## config.mk

```make
export PLATFORM = sky130hd
export DESIGN_NAME = mc_ctrl_hs
export DESIGN_NICKNAME = d
export VERILOG_FILES = /design/src/rtl/mc_ctrl_hs.sv
export SDC_FILE = /design/constraint.sdc
export NUM_CORES = 1
export LEC_CHECK = 0
export CELL_PAD_IN_SITES_DETAIL_PLACEMENT = 0
export CELL_PAD_IN_SITES_GLOBAL_PLACEMENT = 1
export CORE_UTILIZATION = 33
export DETAILED_ROUTE_END_ITERATION = 10
export PLACE_DENSITY_LB_ADDON = 0.1
export SYNTH_ARGS = -nofsm -noshare
export SYNTH_HDL_FRONTEND = slang
export SYNTH_SLANG_ARGS = --single-unit
```

## constraint.sdc

```tcl
create_clock -name clk -period 2.6 [get_ports clk]
set_clock_uncertainty 0.15 [all_clocks]
set_input_delay 0.26 -clock clk [delete_from_list [all_inputs] [get_ports clk]]
set_output_delay 0.26 -clock clk [all_outputs]
set_load 0.005 [all_outputs]
```

## src/rtl/mc_ctrl_hs.sv

```systemverilog
// rtl/mc_ctrl_hs.sv - multicycle RV32I control unit with variable-latency memory handshake
// Optional MC_ILLEGAL_TRAP_EN: ILLEGAL becomes a terminal trap state with illegal_instr output.
module mc_ctrl_hs #(
  parameter int ALUCTL_W = 4,
  parameter int WAIT_W   = 4
) (
  input  logic                clk,
  input  logic                rst,
  input  logic [6:0]          opc,
  input  logic [2:0]          func3,
  input  logic [6:0]          func7,
  input  logic                zero,
  input  logic                lt,
  input  logic                ltu,
  input  logic                mem_ready,
  output logic                mem_req,
  output logic                adr_src,
  output logic                ir_write,
  output logic                pc_write,
  output logic                reg_write,
  output logic                mem_write,
  output logic [1:0]          alu_src_a,
  output logic [1:0]          alu_src_b,
  output logic [1:0]          result_src,
  output logic [2:0]          imm_src,
  output logic [ALUCTL_W-1:0] alu_control,
  output logic                instr_done,
  output logic                mem_timeout,
`ifdef MC_ILLEGAL_TRAP_EN
  output logic                illegal_instr,
`endif
  output logic [4:0]          state
);

  typedef enum logic [4:0] {
    S_FETCH     = 5'd0,
    S_DECODE    = 5'd1,
    S_EXEC_R    = 5'd2,
    S_EXEC_I    = 5'd3,
    S_WB_ALU    = 5'd4,
    S_MEM_ADDR  = 5'd5,
    S_MEM_RD    = 5'd6,
    S_MEM_WR    = 5'd7,
    S_WB_MEM    = 5'd8,
    S_BRANCH    = 5'd9,
    S_LUI       = 5'd10,
    S_AUIPC     = 5'd11,
    S_JALR_ADDR = 5'd12,
    S_JUMP      = 5'd13,
    S_JUMP_WB   = 5'd14,
    S_ILLEGAL   = 5'd15
  } state_t;

  state_t            r_state;
  state_t            w_next;
  logic [WAIT_W-1:0] r_wait;
  logic              r_timeout;
  logic              w_mem_state;
  logic              w_expire;
  logic [3:0]        w_alu_op;
  logic [3:0]        w_alu;
  logic              w_op_ill;
  logic              w_taken;
  logic              w_br_ill;

  // Only FETCH/MEM_RD/MEM_WR talk to memory, so only they can stall or expire.
  assign w_mem_state = (r_state == S_FETCH) || (r_state == S_MEM_RD) || (r_state == S_MEM_WR);
  assign w_expire    = w_mem_state && !mem_ready && (r_wait == '1);

  always_comb begin
    w_op_ill = 1'b0;
    case (func3)
      3'b000:  w_alu_op = ((r_state == S_EXEC_R) && func7[5]) ? 4'd1 : 4'd0;
      3'b001:  w_alu_op = 4'd7;
      3'b010:  w_alu_op = 4'd5;
      3'b011:  w_alu_op = 4'd6;
      3'b100:  w_alu_op = 4'd4;
      3'b101:  w_alu_op = func7[5] ? 4'd9 : 4'd8;
      3'b110:  w_alu_op = 4'd3;
      default: w_alu_op = 4'd2;
    endcase
    if ((func7 != 7'b0000000) && (func7 != 7'b0100000))
      w_op_ill = (r_state == S_EXEC_R) || (func3 == 3'b001) || (func3 == 3'b101);
  end

  always_comb begin
    w_br_ill = 1'b0;
    case (func3)
      3'b000:  w_taken = zero;
      3'b001:  w_taken = !zero;
      3'b100:  w_taken = lt;
      3'b101:  w_taken = !lt;
      3'b110:  w_taken = ltu;
      3'b111:  w_taken = !ltu;
      default: begin
        w_taken  = 1'b0;
        w_br_ill = 1'b1;
      end
    endcase
  end

  always_comb begin
    w_next     = r_state;
    mem_req    = 1'b0;
    adr_src    = 1'b0;
    ir_write   = 1'b0;
    pc_write   = 1'b0;
    reg_write  = 1'b0;
    mem_write  = 1'b0;
    instr_done = 1'b0;
    alu_src_a  = 2'b00;
    alu_src_b  = 2'b00;
    result_src = 2'b00;
    imm_src    = 3'b000;
    w_alu      = 4'd0;
    case (r_state)
      S_FETCH: begin
        mem_req    = 1'b1;
        alu_src_b  = 2'b10;
        result_src = 2'b10;
        if (mem_ready) begin
          ir_write = 1'b1;
          pc_write = 1'b1;
          w_next   = S_DECODE;
        end
      end
      S_DECODE: begin
        alu_src_a = 2'b01;
        alu_src_b = 2'b01;
        imm_src   = (opc == 7'b1101111) ? 3'b100 : 3'b010;
        case (opc)
          7'b0110011:             w_next = S_EXEC_R;
          7'b0010011:             w_next = S_EXEC_I;
          7'b0000011, 7'b0100011: w_next = S_MEM_ADDR;
          7'b1100011:             w_next = S_BRANCH;
          7'b0110111:             w_next = S_LUI;
          7'b0010111:             w_next = S_AUIPC;
          7'b1101111:             w_next = S_JUMP;
          7'b1100111:             w_next = S_JALR_ADDR;
          default:                w_next = S_ILLEGAL;
        endcase
      end
      S_EXEC_R, S_EXEC_I: begin
        alu_src_a = 2'b10;
        alu_src_b = (r_state == S_EXEC_I) ? 2'b01 : 2'b00;
        w_alu     = w_alu_op;
        w_next    = w_op_ill ? S_ILLEGAL : S_WB_ALU;
      end
      S_WB_ALU, S_JUMP_WB: begin
        reg_write  = 1'b1;
        instr_done = 1'b1;
        w_next     = S_FETCH;
      end
      S_MEM_ADDR: begin
        alu_src_a = 2'b10;
        alu_src_b = 2'b01;
        imm_src   = opc[5] ? 3'b001 : 3'b000;
        w_next    = opc[5] ? S_MEM_WR : S_MEM_RD;
      end
      S_MEM_RD: begin
        mem_req = 1'b1;
        adr_src = 1'b1;
        if (mem_ready) w_next = S_WB_MEM;
      end
      S_MEM_WR: begin
        mem_req   = 1'b1;
        adr_src   = 1'b1;
        mem_write = !w_expire;
        if (mem_ready) begin
          instr_done = 1'b1;
          w_next     = S_FETCH;
        end
      end
      S_WB_MEM: begin
        reg_write  = 1'b1;
        result_src = 2'b01;
        instr_done = 1'b1;
        w_next     = S_FETCH;
      end
      S_BRANCH: begin
        alu_src_a = 2'b10;
        w_alu     = 4'd1;
        if (w_br_ill) begin
          w_next = S_ILLEGAL;
        end else begin
          pc_write   = w_taken;
          instr_done = 1'b1;
          w_next     = S_FETCH;
        end
      end
      S_LUI: begin
        imm_src    = 3'b011;
        result_src = 2'b11;
        reg_write  = 1'b1;
        instr_done = 1'b1;
        w_next     = S_FETCH;
      end
      S_AUIPC: begin
        alu_src_a = 2'b01;
        alu_src_b = 2'b01;
        imm_src   = 3'b011;
        w_next    = S_WB_ALU;
      end
      S_JALR_ADDR: begin
        alu_src_a = 2'b10;
        alu_src_b = 2'b01;
        w_next    = S_JUMP;
      end
      S_JUMP: begin
        pc_write  = 1'b1;
        alu_src_a = 2'b01;
        alu_src_b = 2'b10;
        w_next    = S_JUMP_WB;
      end
`ifdef MC_ILLEGAL_TRAP_EN
      S_ILLEGAL: w_next = S_ILLEGAL;
`else
      S_ILLEGAL: begin
        instr_done = 1'b1;
        w_next     = S_FETCH;
      end
`endif
      default: w_next = S_FETCH;
    endcase
    // An expired wait abandons the instruction; the retry starts again at FETCH.
    if (w_expire) w_next = S_FETCH;
    if (!rst) begin
      mem_req    = 1'b0;
      ir_write   = 1'b0;
      pc_write   = 1'b0;
      reg_write  = 1'b0;
      mem_write  = 1'b0;
      instr_done = 1'b0;
    end
  end

  always_ff @(posedge clk or negedge rst) begin
    if (!rst) begin
      r_state   <= S_FETCH;
      r_wait    <= '0;
      r_timeout <= 1'b0;
    end else begin
      r_state <= w_next;
      if (w_expire) r_timeout <= 1'b1;
      if (w_expire || mem_ready || (w_next != r_state)) r_wait <= '0;
      else if (w_mem_state) r_wait <= r_wait + 1'b1;
    end
  end

  assign alu_control = ALUCTL_W'(w_alu);
  assign mem_timeout = r_timeout;
  assign state       = r_state;
`ifdef MC_ILLEGAL_TRAP_EN
  assign illegal_instr = (r_state == S_ILLEGAL);
`endif

endmodule

```

==> results by group <==
Floorplanning
  • Initial Util: 0.353
  • Cell Rows: 23
  • Die height: around 70 µm
  • Die W: around 68 µm
  • Core area: between 0.004 and 0.005 mm²
  • Die area: 0.00467 mm²
  • I/O pin count: 49

Finish
  • Fillers: around 400
  • Seq. cell area: ~260 µm²
  • Post-layout instance area: around 0.0021 mm²
  • Area growth from synthesis to final layout: 47.9%
  • Final Net Count: roughly 280
  • ANT cells: 0
  • Multi-input logic area: around 0.0011 mm²
  • Non-Filler Instances: 300
  • Proportion of layout cells with a drive suffix above 1: 0.236

Clocking
  • CTS tree: done
  • Clock Tree Root: clkbuf_8
  • Worst-path clk slew: about 0.050 ns
  • H-tree depth: 1
  • Post-CTS Hold Fix Bufs: 0
  • Bufs on Longest Clock Path: 2
  • Worst-Skew Late Latency: between 0.2 and 0.25 ns
  • Total clock sinks: 10
  • CTS buffer count: 3

Global route
  • Largest net degree at the start of global routing: 19
  • Antenna violations before repair: 0
  • All-Layer GR Usage: 0.212
  • Global-route wire length before repair: 7.50 mm
  • Remaining global-route overflow: 0
  • Vias in the first global route: 1545

Placement
  • Hpwl dp: between 3 and 4 mm
  • Routability Congestion: 0.835
  • Placed Area: slightly above 0.002 mm²
  • Placed Cells: approximately 290
  • Worst slack at placement: around 0.057 ns
  • I/O Buffers: 48

Power and ir drop
  • Tot Pwr: between 0.6 and 0.7 mW
  • Worst vdd ir: approximately 0.21 mV
  • Comb power frac: 0.460
  • Seq pwr share: 0.253
  • Clock share of power: 0.287
  • Switching power total: ~0.24 mW
  • Internal power: ~0.46 mW
  • PwrDens: 325 mW/mm²
  • Pleak: between 0.8 and 0.9 nW
  • Switching share of power: 0.344

Run status
  • Outcome: completed

Yosys
  • Register bit total from synthesis: 10
  • Post-Syn Area: 0.00145 mm²
  • Synth Area per Inst: 7.65 µm²
  • Distinct cells, synth: 70
  • Number of flops mapped to enable cells by yosys: 0
  • Top cells by area, synth: dfrtp_1 (17%), nor2_1 (5.2%), nand2_1 (4.9%)
  • Yosys Warn Count: 0
  • Seq/Total Area, Yosys: 0.172
  • Leading area contributor after synthesis: dfrtp_1
  • Dominant synthesized flop cell: dfrtp_1
  • Top-count cell post-synth: nor2_1
  • Commonest cells in the netlist: nor2_1 (20), nand2_1 (19), dfrtp_1 (10), nor3_1 (10), a21oi_1 (9)
  • Synthesized Nets: 214
  • Post-synthesis cell count: 190
  • FFs w/ async S/R, synth: 1.00
  • Top cell type's share of synthesized area: 0.172

Timing
  • Fin worst setup slack: 0.0985 ns
  • Worst-Margin Slew: roughly 0.66 ns
  • Final Slew Violations: 0
  • Endpoints failing hold: 0
  • Min Tclk post-route: 2.50 ns
  • Fin crit share: 0.962
  • Final setup viols: 0
  • Fmax: roughly 400 MHz
  • Relative slew margins: 0.558
  • Hold WS: between 0.1 and 0.15 ns

Routing
  • Via density: 5.40
  • DRC Markers: 0
  • Drt pass-1 iters: 4
  • WL/cell: between 15 and 20 µm
  • Final ANT Viol Nets: 0
  • Via count: around 1600
  • Post-Route WL: around 4.7 mm
  • Starting DRT DRC Count: 58

Worst setup path
  • Critical Path Sink Type: output pin
  • Startpoint type of the worst setup path: register
  • Arr. time, crit path: 2.09 ns
  • Crit path required time: ~2.2 ns
  • CP Class: register to output pin
  • Reg2reg setup slack: approximately 0.34 ns
  • Crit path max fanout: 10

Hold path
  • Hold Crit Class: input pin to async pin

Flow run
  • Max-Cap Viols: 0
-- path summary, 6_finish.rpt --
| path | start | end | depth (start not counted) |
|---|---|---|---|
| max | state[1] | mem_req | 6 |
| min reg2reg | mem_timeout | mem_timeout | 1 |
| min | rst | state[4] | 1 |
| max reg2reg | r_wait[0] | r_wait[1] | 7 |
| max in group asynchronous | rst | state[0] | 2 |
| min in group clk | mem_timeout | mem_timeout | 1 |
-- registers in the layout, summed over array words and instances, names as in the netlist --
register and flops:
mem_timeout 1, r_wait 4, state 5
-- logic make-up after synthesis --
family,share of synthesized area
fa+ha+maj,0.00861
other cells,0.00258
flops,0.172
simple gates,0.394
compound gates,0.271
xor+xnor,0.0482
mux,0.0138
buf+inv,0.0887
-- area by class of cell --
cell class	count	share of cell area
multi-input cells	160	0.519
repair buffers	68	0.294
flip-flops and latches	10	0.119
well taps	50	0.0291
clock buffers	4	0.0256
inverters	8	0.0140
-- per-layer routing --
metal / GRT usage / vias up / part of all wire
li1: - / 811 / -
met1: 0.296 / 763 / 0.47
met2: 0.353 / 43 / 0.48
met3: 0.0150 / 4 / 0.035
met4: 0.0417 / 0 / 0.0068
met5: 0 / - / 0
-- critical path: stages (launching register included) --
cell and delay, ns:
dfrtp_2 0.47, buf_4 0.20, nor3_4 0.26, nor2_1 0.11, nor3_2 0.16, and2_1 0.16, clkdlybuf4s50_1 0.49
-- placed cells by master, fill, tap and decap left out, drive strengths merged, types with 3 or more instances in the layout --
cell type	n
clkdlybuf4s50	48
nor2	21
buf	20
nand2	19
nor3	11
a21oi	10
dfrtp	10
o21ai	9
inv	8
nand3	6
xor2	5
nand2b	5
nor2b	5
clkbuf	4
nor4	4
a211oi	4
and2	4
nand4	3
xnor2	3
a221oi	3
nand3b	3
o211ai	3
a31oi	3
and3	3
-- metrics by stage --
step,setup TNS (ns),utilization
3_3_place_gp,0,0.492
6_report,0,0.522
4_1_cts,0,0.508
5_1_grt,-0.0468,0.522
2_1_floorplan,0,-
3_5_place_dp,0,0.492
-- power groups by stage --
stage / logic, mW / registers (mW) / clock network, mW
2_1_floorplan: 0.178 / 0.173 / 0
3_3_place_gp: 0.294 / 0.181 / 0
3_5_place_dp: 0.299 / 0.181 / 0
4_1_cts: 0.303 / 0.179 / 0.204
5_1_grt: 0.351 / 0.178 / 0.212
6_report: 0.321 / 0.177 / 0.200
-- repair_timing --
| action | 4_1_cts | 5_1_grt |
|---|---|---|
| pin swaps | 0 | 0 |
| buffers inserted | 0 | 3 |
| endpoints found under the setup margin | 5 | 8 |
| resized for setup | 3 | 10 |
| cloned | 0 | 0 |
(Power assumes the default switching activity.)
